File: src/rtl/prio_cmp_pkg.sv
// Shared types and constants for the priority-compare arbiter.
package prio_cmp_pkg;
    localparam int PRIO_W = 2;

    typedef enum logic [1:0] {
        IDLE  = 2'd0,
        SCAN  = 2'd1,
        GRANT = 2'd2
    } arb_state_t;
endpackage

File: src/rtl/gt2_cmp.sv
// Unsigned 2-bit greater-than comparator shared by the arbiter scan.
module gt2_cmp
    import prio_cmp_pkg::*;
(
    input  logic [PRIO_W-1:0] a,
    input  logic [PRIO_W-1:0] b,
    output logic              f
);
    assign f = (a > b);
endmodule

File: src/rtl/prio_cmp_arbiter.sv
// Sequential priority arbiter: snapshot, scan one requester per cycle through
// one gt2_cmp, then hold the winner on a valid/ready port. Option: PRIO_CMP_ARBITER_RR_TIE_EN.
module prio_cmp_arbiter
    import prio_cmp_pkg::*;
#(
    parameter  int N_REQ = 4,
    localparam int IDX_W = (N_REQ > 1) ? $clog2(N_REQ) : 1
) (
    input  logic                    clk,
    input  logic                    rst_n,
    input  logic [N_REQ-1:0]        req,
    input  logic [2*N_REQ-1:0]      prio,
    output logic                    gnt_valid,
    input  logic                    gnt_ready,
    output logic [IDX_W-1:0]        gnt_idx,
    output logic [N_REQ-1:0]        gnt_onehot,
    output logic [PRIO_W-1:0]       gnt_prio,
    output logic                    busy
);
    arb_state_t                     state;
    logic [N_REQ-1:0]               req_q;
    logic [N_REQ-1:0][PRIO_W-1:0]   prio_q;
    logic [IDX_W-1:0]               ptr;
    logic [IDX_W-1:0]               cnt;
    logic [IDX_W-1:0]               best_idx;
    logic [PRIO_W-1:0]              best_prio;
    logic                           best_vld;
    logic [IDX_W-1:0]               start_idx;
    logic [PRIO_W-1:0]              cur_prio;
    logic                           cur_req;
    logic                           cur_gt;
    logic                           take;

    function automatic logic [IDX_W-1:0] inc_wrap(input logic [IDX_W-1:0] v);
        return (v == IDX_W'(N_REQ - 1)) ? '0 : v + 1'b1;
    endfunction

`ifdef PRIO_CMP_ARBITER_RR_TIE_EN
    logic [IDX_W-1:0] rr_ptr;
    assign start_idx = rr_ptr;
`else
    assign start_idx = '0;
`endif

    assign cur_prio = prio_q[ptr];
    assign cur_req  = req_q[ptr];

    gt2_cmp u_cmp (
        .a (cur_prio),
        .b (best_prio),
        .f (cur_gt)
    );

    // Strict greater-than: on a tie the earlier-scanned index keeps the win.
    assign take = cur_req && (!best_vld || cur_gt);

    always_ff @(posedge clk) begin
        if (!rst_n) begin
            state      <= IDLE;
            req_q      <= '0;
            prio_q     <= '0;
            ptr        <= '0;
            cnt        <= '0;
            best_idx   <= '0;
            best_prio  <= '0;
            best_vld   <= 1'b0;
            gnt_valid  <= 1'b0;
            gnt_idx    <= '0;
            gnt_onehot <= '0;
            gnt_prio   <= '0;
            busy       <= 1'b0;
`ifdef PRIO_CMP_ARBITER_RR_TIE_EN
            rr_ptr     <= '0;
`endif
        end else begin
            case (state)
                IDLE: begin
                    if (|req) begin
                        req_q    <= req;
                        prio_q   <= prio;
                        ptr      <= start_idx;
                        cnt      <= '0;
                        best_vld <= 1'b0;
                        busy     <= 1'b1;
                        state    <= SCAN;
                    end
                end
                SCAN: begin
                    if (take) begin
                        best_idx  <= ptr;
                        best_prio <= cur_prio;
                        best_vld  <= 1'b1;
                    end
                    ptr <= inc_wrap(ptr);
                    cnt <= cnt + 1'b1;
                    if (cnt == IDX_W'(N_REQ - 1))
                        state <= GRANT;
                end
                GRANT: begin
                    // First GRANT cycle copies the settled best_* into the output registers.
                    if (!gnt_valid) begin
                        gnt_valid  <= 1'b1;
                        gnt_idx    <= best_idx;
                        gnt_onehot <= N_REQ'(1) << best_idx;
                        gnt_prio   <= best_prio;
                    end else if (gnt_ready) begin
                        gnt_valid  <= 1'b0;
                        gnt_idx    <= '0;
                        gnt_onehot <= '0;
                        gnt_prio   <= '0;
                        busy       <= 1'b0;
`ifdef PRIO_CMP_ARBITER_RR_TIE_EN
                        rr_ptr     <= inc_wrap(best_idx);
`endif
                        state      <= IDLE;
                    end
                end
                default: state <= IDLE;
            endcase
        end
    end
endmodule

File: config.mk
export PLATFORM = sky130hd
export DESIGN_NAME = prio_cmp_arbiter
export DESIGN_NICKNAME = d
export VERILOG_FILES = /design/src/rtl/prio_cmp_pkg.sv /design/src/rtl/gt2_cmp.sv /design/src/rtl/prio_cmp_arbiter.sv
export SDC_FILE = /design/constraint.sdc
export NUM_CORES = 1
export LEC_CHECK = 0
export CORE_MARGIN = 3
export CORE_UTILIZATION = 51
export DETAILED_ROUTE_END_ITERATION = 8
export HOLD_SLACK_MARGIN = 0.08
export PLACE_DENSITY = 0.77
export SETUP_SLACK_MARGIN = 0.5
export SLEW_MARGIN = 20
export SYNTH_ARGS = -nofsm -noshare
export SYNTH_HDL_FRONTEND = slang
export SYNTH_HIERARCHICAL = 1
export SYNTH_SLANG_ARGS = --single-unit
File: constraint.sdc
create_clock -name clk -period 2.77 [get_ports clk]
set_input_delay 0.554 -clock clk [delete_from_list [all_inputs] [get_ports clk]]
set_output_delay 0.554 -clock clk [all_outputs]
set_load 0.02 [all_outputs]
Word level (Yosys, flattened, before mapping) --
Cells that the tools add are included.
Storage, ports and cells: input bits 15, logic and storage cells 71, output and inout bits 10, bits in registers 33
Operators by class: equal/unequal tests 10, add/subtract/negate cells 2, multiplexer cells 26, shifts and indexed selects 1, reductions and logical operators 14, magnitude comparators 2
Operators by type and width (number):
- 2-bit two-way mux | 9
- 2-bit != test (second input constant) | 5
- 1-bit two-way mux | 8
- 4-bit two-way mux | 2
- 2-bit case mux with 2 select lines | 2
- 2-bit AND reduction | 4
- 4-bit AND reduction | 2
- 2-bit == test (second input constant) | 3
- 2-bit case mux with 3 select lines | 1
- 2-bit by 1-bit adder with 2-bit output (second input constant) | 2
- 2-bit binary-select mux with 2-bit select | 1
- 1-bit case mux with 2 select lines | 2
- 2-bit nonzero test | 2
- 4-bit OR reduction | 1
- 1-bit by 2-bit left shift with 4-bit output (first input constant) | 1
- 2-bit by 3-bit less-than comparator with 1-bit output (second input constant) | 1
- 3-bit AND reduction | 1
- 1-bit binary-select mux with 2-bit select | 1
- 2-bit by 1-bit == test with 1-bit output (second input constant) | 1
- 2-bit greater-than comparator | 1
- 2-bit zero test | 1
- 2-bit by 1-bit != test with 1-bit output (second input constant) | 1
- 1-bit logical AND | 1
- 1-bit zero test | 1
- 1-bit logical OR | 1

Depth between registers and ports, before layout --
Gate-level depths: netlist (run 1).
depth in word-level cells 7, gate-level depth with buffers 10

By module --
Netlist (run 1), hierarchy kept.
By module, submodules not included:
- prio_cmp_arbiter | cells each 150, area an instance 1432.6 sq um, times used 1
- gt2_cmp | cells each 6, area an instance 47.5 sq um, times used 1

Worst setup path after synthesis (run 1) --
No wires, ideal clock.
kind reg-to-reg, start register ptr[0], end register best_idx[0], stages on the path, launching flop included 10, data arrival time 2022 ps, setup time 123 ps, path buffers 1, slack 625 ps, path through dfxtp_1 buf_4 mux4_2 ha_1 nor2b_1 a2bb2oi_1 nor2b_1 nand3b_2 nand3_1 o21ai_0
Between the ends: word-level cells in the longest chain between the ends 6, elaborated cells between the ends (all ways) 8, those cells by class 1 x order compare; 4 x mux; 3 x reduce/logical
Ends and longest elaborated chain:
- start, declared | line prio_cmp_arbiter.sv:23 | logic [IDX_W-1:0] ptr;
- start signal, assigned | line prio_cmp_arbiter.sv:81 | ptr <= start_idx;
- start signal, assigned | line prio_cmp_arbiter.sv:94 | ptr <= inc_wrap(ptr);
- 2-bit binary-select mux with 2-bit select | line prio_cmp_arbiter.sv:45 | assign cur_prio = prio_q[ptr];
- 2-bit two-way mux (not written as such) | line prio_cmp_arbiter.sv:45
- net cur_prio[1] | line prio_cmp_arbiter.sv:29 | logic [PRIO_W-1:0] cur_prio;
- 2-bit greater-than comparator | line gt2_cmp.sv:9 | assign f = (a > b);
- net cur_gt | line prio_cmp_arbiter.sv:31 | logic cur_gt;
- 1-bit logical OR | line prio_cmp_arbiter.sv:55 | assign take = cur_req && (!best_vld || cur_gt);
- 1-bit logical AND | line prio_cmp_arbiter.sv:55
- 2-bit AND reduction (no source line)
- end signal, assigned | line prio_cmp_arbiter.sv:90 | best_idx <= ptr;
- end, declared | line prio_cmp_arbiter.sv:25 | logic [IDX_W-1:0] best_idx;
The timed path passes the listed nets, and every way through them passes these cells. The select of a mux whose other input is x is not followed. A chain may end at the register's enable or synchronous reset.

Final worst setup path (run 1) --
start register ptr[0], end register best_prio[0]
Between the ends: word-level cells in the longest chain between the ends 6, elaborated cells between the ends (all ways) 8, those cells by class 1 x order compare; 4 x mux; 3 x reduce/logical
Ends and longest elaborated chain:
- 2-bit binary-select mux with 2-bit select | line prio_cmp_arbiter.sv:45
- 2-bit two-way mux (not written as such) | line prio_cmp_arbiter.sv:45
- net cur_prio[1] | line prio_cmp_arbiter.sv:29
- 2-bit greater-than comparator | line gt2_cmp.sv:9
- net cur_gt | line prio_cmp_arbiter.sv:31
- 1-bit logical OR | line prio_cmp_arbiter.sv:55
- 1-bit logical AND | line prio_cmp_arbiter.sv:55
- 2-bit AND reduction (no source line)
- end signal, assigned | line prio_cmp_arbiter.sv:91 | best_prio <= cur_prio;
- end, declared | line prio_cmp_arbiter.sv:26 | logic [PRIO_W-1:0] best_prio;
The timed path passes the listed nets, and every way through them passes these cells. The select of a mux whose other input is x is not followed.

==> results.txt, run 1 <==
status - finished, final reports clean
Worst Path Buf+Inv - 0
share of the yosys chip area belonging to registers - 0.446
M1 WL - 1410 um
Netlist cell types - 35
first-pass GRT wire length - 5020 um
R2R Setup Slk - 0.63 ns
P&R area growth vs syn - 20.6%
critical path type - flip-flop to flip-flop
CP Max Fanout - 7
largest net degree at the start of global routing - 37
Total GRT Usage - 0.187
gr ovfl total - 0
#FFs+latches synth - 33
I/O pins - 25
worst vdd ir - 0.417 mV
metal2 WL - 1380 um
LEAKAGE - 0.661 nW
Worst-path clk slew - 0.10 ns
uppermost layer routed - met4
Yosys warning total - 6
Slew headroom - 0.570
FF/Latch Area - 662 um^2
commonest non-fill, non-tap cell in the layout - dfxtp_1
drt first pass iters - 4
max cap viols - 0
Max Clk Rate - 468 MHz
clk buf depth - 2
slowest CP cell - mux4_2
Hold Path Class - flip-flop to flip-flop
slew at the pin closest to its max-slew limit - 0.642 ns
ant diodes - 0
Cell Area, Placed - 1720 um^2
port buffer count - 24
routed wire length - 2950 um
crit-path max cell delay - 0.51 ns
crit path cell chain - mux4_2, ha_1, nor2b_1, a2bb2oi_1, nor2b_1, nand3b_4, nand3_1, o21ai_0
commonest non-fill, non-tap cells in the layout - 32 x dfxtp_1, 30 x nand2_1, 24 x clkdlybuf4s50_1
Cells after Synth - 156
via count - 1161
RSZ-0062 raised after global routing - no
final instance area - 1790 um^2
Finished Layout Cells - 211
DRC viols - 0
Final Cycle Share - 0.771
Die Width - 59.9 um
ratio of cells with drive above 1 in the final layout - 0.0994
dpl hpwl - 2150 um
post-route ant nets - 0
clock latency on the worst-skew pair - 0.34 ns
cell mode on critical path - nor2b_1
vias in the first global route - 1099
CP top delay family - simple AND/OR/NAND/NOR gates
Setup Viol. Count Final - 0
Syn Area/Cell - 9.49 um^2
Final Slew Violations - 0
initial antenna violation count - 0
Root Driver - clkbuf_4
crit path DAT - 2.39 ns
DR iter-0 viols - 49
syn_nets - 175
Final nets - 199
WL/cell - 14.0 um
Critical Path Start Type - flip-flop
Num CTS Buffers - 5
CTS tree - done
Fin Setup TNS - 0 ns
Rows - 18
core area - 2610 um^2
Initial Utilization - 0.567
Hold Fails Final Rpt - 0
vias per cell - 5.50
Req. time, crit path - 3.02 ns
minimum clock period - 2.14 ns
WL met3 - 110 um
fill cell count - 220
Die ar. - 3580 um^2
Crit. End Element - flip-flop
Synth Cell Area - 1480 um^2
gpl congestion - 0.716
placed insts - 203
Die H - 59.9 um
Clock Skew - 0.00945 ns
CTS H-tree lvls - 2
multi-input logic area - 767 um^2
Clock Sinks - 33
Cell Pwr Density - 503 nW/um^2
## synth_stat cells, drive strengths merged
cell     count  share of area
dfxtp       33           0.45
nand2       30          0.076
a21boi      18          0.091
nor2b       12          0.051
a22oi        7          0.036
nand3        7          0.024
clkbuf       5          0.013
o21ai        5          0.019
buf          4          0.021
ha           4          0.034
inv          3         0.0076
mux4         3          0.046
nand3b       3          0.018
nor3         3          0.014
and2b        2          0.012
mux2i        2          0.014
nand2b       2         0.0085
nor2         2         0.0051
a21oi        1         0.0034
a2bb2oi      1         0.0059
a31oi        1         0.0042
a32oi        1         0.0059
and2         1         0.0051
nor4         1          0.014
o211a        1         0.0068
o21a         1         0.0051
o31ai        1         0.0051
or2b         1         0.0051
or4          1         0.0051
## registers in the layout (all words and copies together), names as in the netlist
signal	cells
cnt	2
gnt_idx	2
gnt_onehot	4
gnt_valid	1
req_q	4
best_prio	2
best_idx	2
ptr	2
prio_q	8
state	2
gnt_prio	2
best_vld	1
busy	1
## path summary, 6_finish.rpt
| check | startpoint | to | cells after the start |
|---|---|---|---|
| max | ptr[0] | best_prio[0] | 8 |
| min | gnt_onehot[0] | gnt_onehot[0] | 2 |
| max reg2reg | ptr[0] | best_prio[0] | 8 |
| min reg2reg | gnt_onehot[0] | gnt_onehot[0] | 2 |
## power breakdown
group | internal, mW | switching [mW]
Sequential | 0.496 | 0.0155
Clock | 0.101 | 0.157
Combinational | 0.0652 | 0.0631
## per-layer routing
| layer | global-route usage | vias up |
|---|---|---|
| li1 | - | 593 |
| met1 | 0.254 | 544 |
| met2 | 0.282 | 16 |
| met3 | 0.0475 | 8 |
| met4 | 0.0759 | 0 |
| met5 | 0 | - |
## final cells by class
type / instances / area share
multi-input combinational: 111 / 0.430
sequential: 33 / 0.371
timing repair buffer: 26 / 0.145
clock buffer: 8 / 0.0273
tap: 30 / 0.0210
inverter: 3 / 0.00631
## repair_timing
item                                    CTS  global route
endpoints found under the setup margin    0             5
buffers inserted                          0             0
resized for setup                         0             3
hold buffers                              0             0
## worst min-delay path, stage by stage, from the launching register on
cell and delay [ns]:
dfxtp_1 0.32, nand2_1 0.05, a21boi_1 0.05
## metrics by stage
step,setup WS (ns),hold slack [ns],util,power [mW]
5_1_grt,0.517,0.492,0.683,0.941
3_3_place_gp,0.567,0.440,0.659,0.641
2_1_floorplan,0.625,0.439,-,0.606
6_report,0.634,0.455,0.683,0.898
4_1_cts,0.547,0.456,0.678,0.900
3_5_place_dp,0.451,0.443,0.659,0.648
## logic make-up after synthesis
logic type	after synthesis	synth area share
mux	5	0.0592
buf+inv	12	0.0414
flops	33	0.446
fa+ha+maj	4	0.0338
simple gates	65	0.237
compound gates	37	0.183
Note: power is estimated with default switching activity, not from simulation.
==> run 2: changes to the inputs <==
==> constraint.sdc (replaced) <==
create_clock -name clk -period 2 [get_ports clk]
set_input_delay 0.4 -clock clk [delete_from_list [all_inputs] [get_ports clk]]
set_output_delay 0.4 -clock clk [all_outputs]
set_load 0.02 [all_outputs]
==> run 2 against run 1 <==
The run now ends with negative setup slack left. Combinational power up 83%. Clock skew down 0.0020 ns. Cell count up 3.8%. Sequential power up 38%. Sequential cell count unchanged. Final area up 8.5%. Total power up 40%. Clock power up 23%. Highest routed layer unchanged.
==> results.txt, run 2 (synthesis gave the netlist of run 1 again) <==
Initial Utilization - 0.567
Final Cycle Share - 1.02
max cap viols - 0
commonest non-fill, non-tap cells in the layout - 31 x dfxtp_1, 30 x nand2_1, 12 x clkdlybuf4s50_1
CP Max Fanout - 7
Final nets - 209
clk buf depth - 2
Worst R2R Start - ptr[0]
Crit. End Element - flip-flop
worst vdd ir - 0.623 mV
via count - 1192
clock latency on the worst-skew pair - 0.31 ns
R2R Setup Slk - -0.04 ns
Hold Path Class - flip-flop to flip-flop
minimum clock period - 2.04 ns
vias in the first global route - 1113
Root Driver - clkbuf_4
I/O pins - 25
port buffer count - 24
Num CTS Buffers - 5
Hold Buf Count CTS - 0
crit path to - best_prio[0]
initial antenna violation count - 0
Critical Path Start - ptr[0]
Die ar. - 3580 um^2
WL/cell - 13.5 um
LEAKAGE - 0.796 nW
setup ws final - -0.0428 ns
Worst-path clk slew - 0.10 ns
Fin Setup TNS - -0.137 ns
Util after Layout - 0.741
Die Width - 59.9 um
routed wire length - 2950 um
Req. time, crit path - 2.20 ns
post-route ant nets - 0
Power Total - 1.26 mW
Hold Fails Final Rpt - 0
Reg with most FFs - prio_q
Setup Viol. Count Final - 4
CTS tree - done
gpl congestion - 0.764
max FFs per register - 8
Rows - 18
crit path DAT - 2.25 ns
slew at the pin closest to its max-slew limit - 0.414 ns
DRC viols - 0
Max Clk Rate - 490 MHz
Reg2Reg Depth - 8
commonest non-fill, non-tap cell in the layout - dfxtp_1
first-pass GRT wire length - 4960 um
vias per cell - 5.44
RSZ-0062 raised after global routing - yes
Critical Path Start Type - flip-flop
Clock Sinks - 33
largest net degree at the start of global routing - 37
Slew headroom - 0.723
gr ovfl total - 0
CTS H-tree lvls - 2
Top Registers - prio_q: 8 flops, gnt_onehot: 4 flops, req_q: 4 flops
Final Slew Violations - 0
Critical R2R Capture - best_prio[0]
ratio of cells with drive above 1 in the final layout - 0.228
pre-CTS setup slack - -0.0193 ns
ant diodes - 0
violated checks - negative setup slack
status - finished with violations
critical path type - flip-flop to flip-flop
drt first pass iters - 4
Clock Skew - 0.00745 ns
DR iter-0 viols - 70
Die H - 59.9 um
P&R area growth vs syn - 30.9%
Total GRT Usage - 0.186
dpl hpwl - 2030 um
core area - 2610 um^2
Cell Pwr Density - 651 nW/um^2
[run 2: final cells by class]
cell class                      count  area [um^2]
Timing Repair Buffer               36          335
Inverter                            3         11.3
Multi-Input combinational cell    111          847
Clock buffer                        5         37.5
Fill cell                         197          676
Sequential cell                    33          663
Tap cell                           30         37.5
Clock inverter                      1         5.00
[run 2: through the flow]
step | hold WS (ns) | area (um^2) | std cells
floorplan | 0.439 | 1520 | 156
global placement | 0.448 | 1780 | 206
detailed placement | 0.449 | 1780 | 206
CTS | 0.464 | 1880 | 216
global route | 0.486 | 1940 | 219
finish | 0.460 | 1940 | 219
[run 2: timing repair]
action,4_1_cts,5_1_grt
endpoints found under the hold margin,0,0
pin swaps,5,3
buffers inserted,4,3
resized for setup,17,17
endpoints found under the setup margin,27,23
[run 2: critical path, cell delays in order (launching register included)]
cell and delay, ns:
dfxtp_2 0.36, mux4_2 0.54, ha_4 0.30, nor2b_4 0.14, a2bb2oi_2 0.16, nor2b_2 0.08, nand3b_4 0.20, nand3_2 0.08
o21ai_1 0.06
[run 2: worst min path at each step]
stage,from,end,slack (ns),cells after the start
6_report,gnt_onehot[2],gnt_onehot[2],0.46,2
2_1_floorplan,best_vld,best_vld,0.44,2
4_1_cts,gnt_onehot[2],gnt_onehot[2],0.46,2
3_3_place_gp,gnt_onehot[2],gnt_onehot[2],0.45,2
5_1_grt,req[3],req_q[3],0.49,3
3_5_place_dp,gnt_onehot[0],gnt_onehot[0],0.45,2
[run 2: report_power, final]
group	switching, mW	total [mW]	internal [mW]
Combinational	0.105	0.234	0.129
Clock	0.195	0.317	0.122
Sequential	0.0214	0.709	0.687
Total	0.322	1.26	0.938
[run 2: per-layer routing]
metal,GRT usage,wire (um),vias up,part of all wire
met4,0.0570,13,0,0.0044
met3,0.0583,133,2,0.045
li1,-,-,610,-
met2,0.296,1470,26,0.50
met5,0,0,-,0
met1,0.241,1330,554,0.45
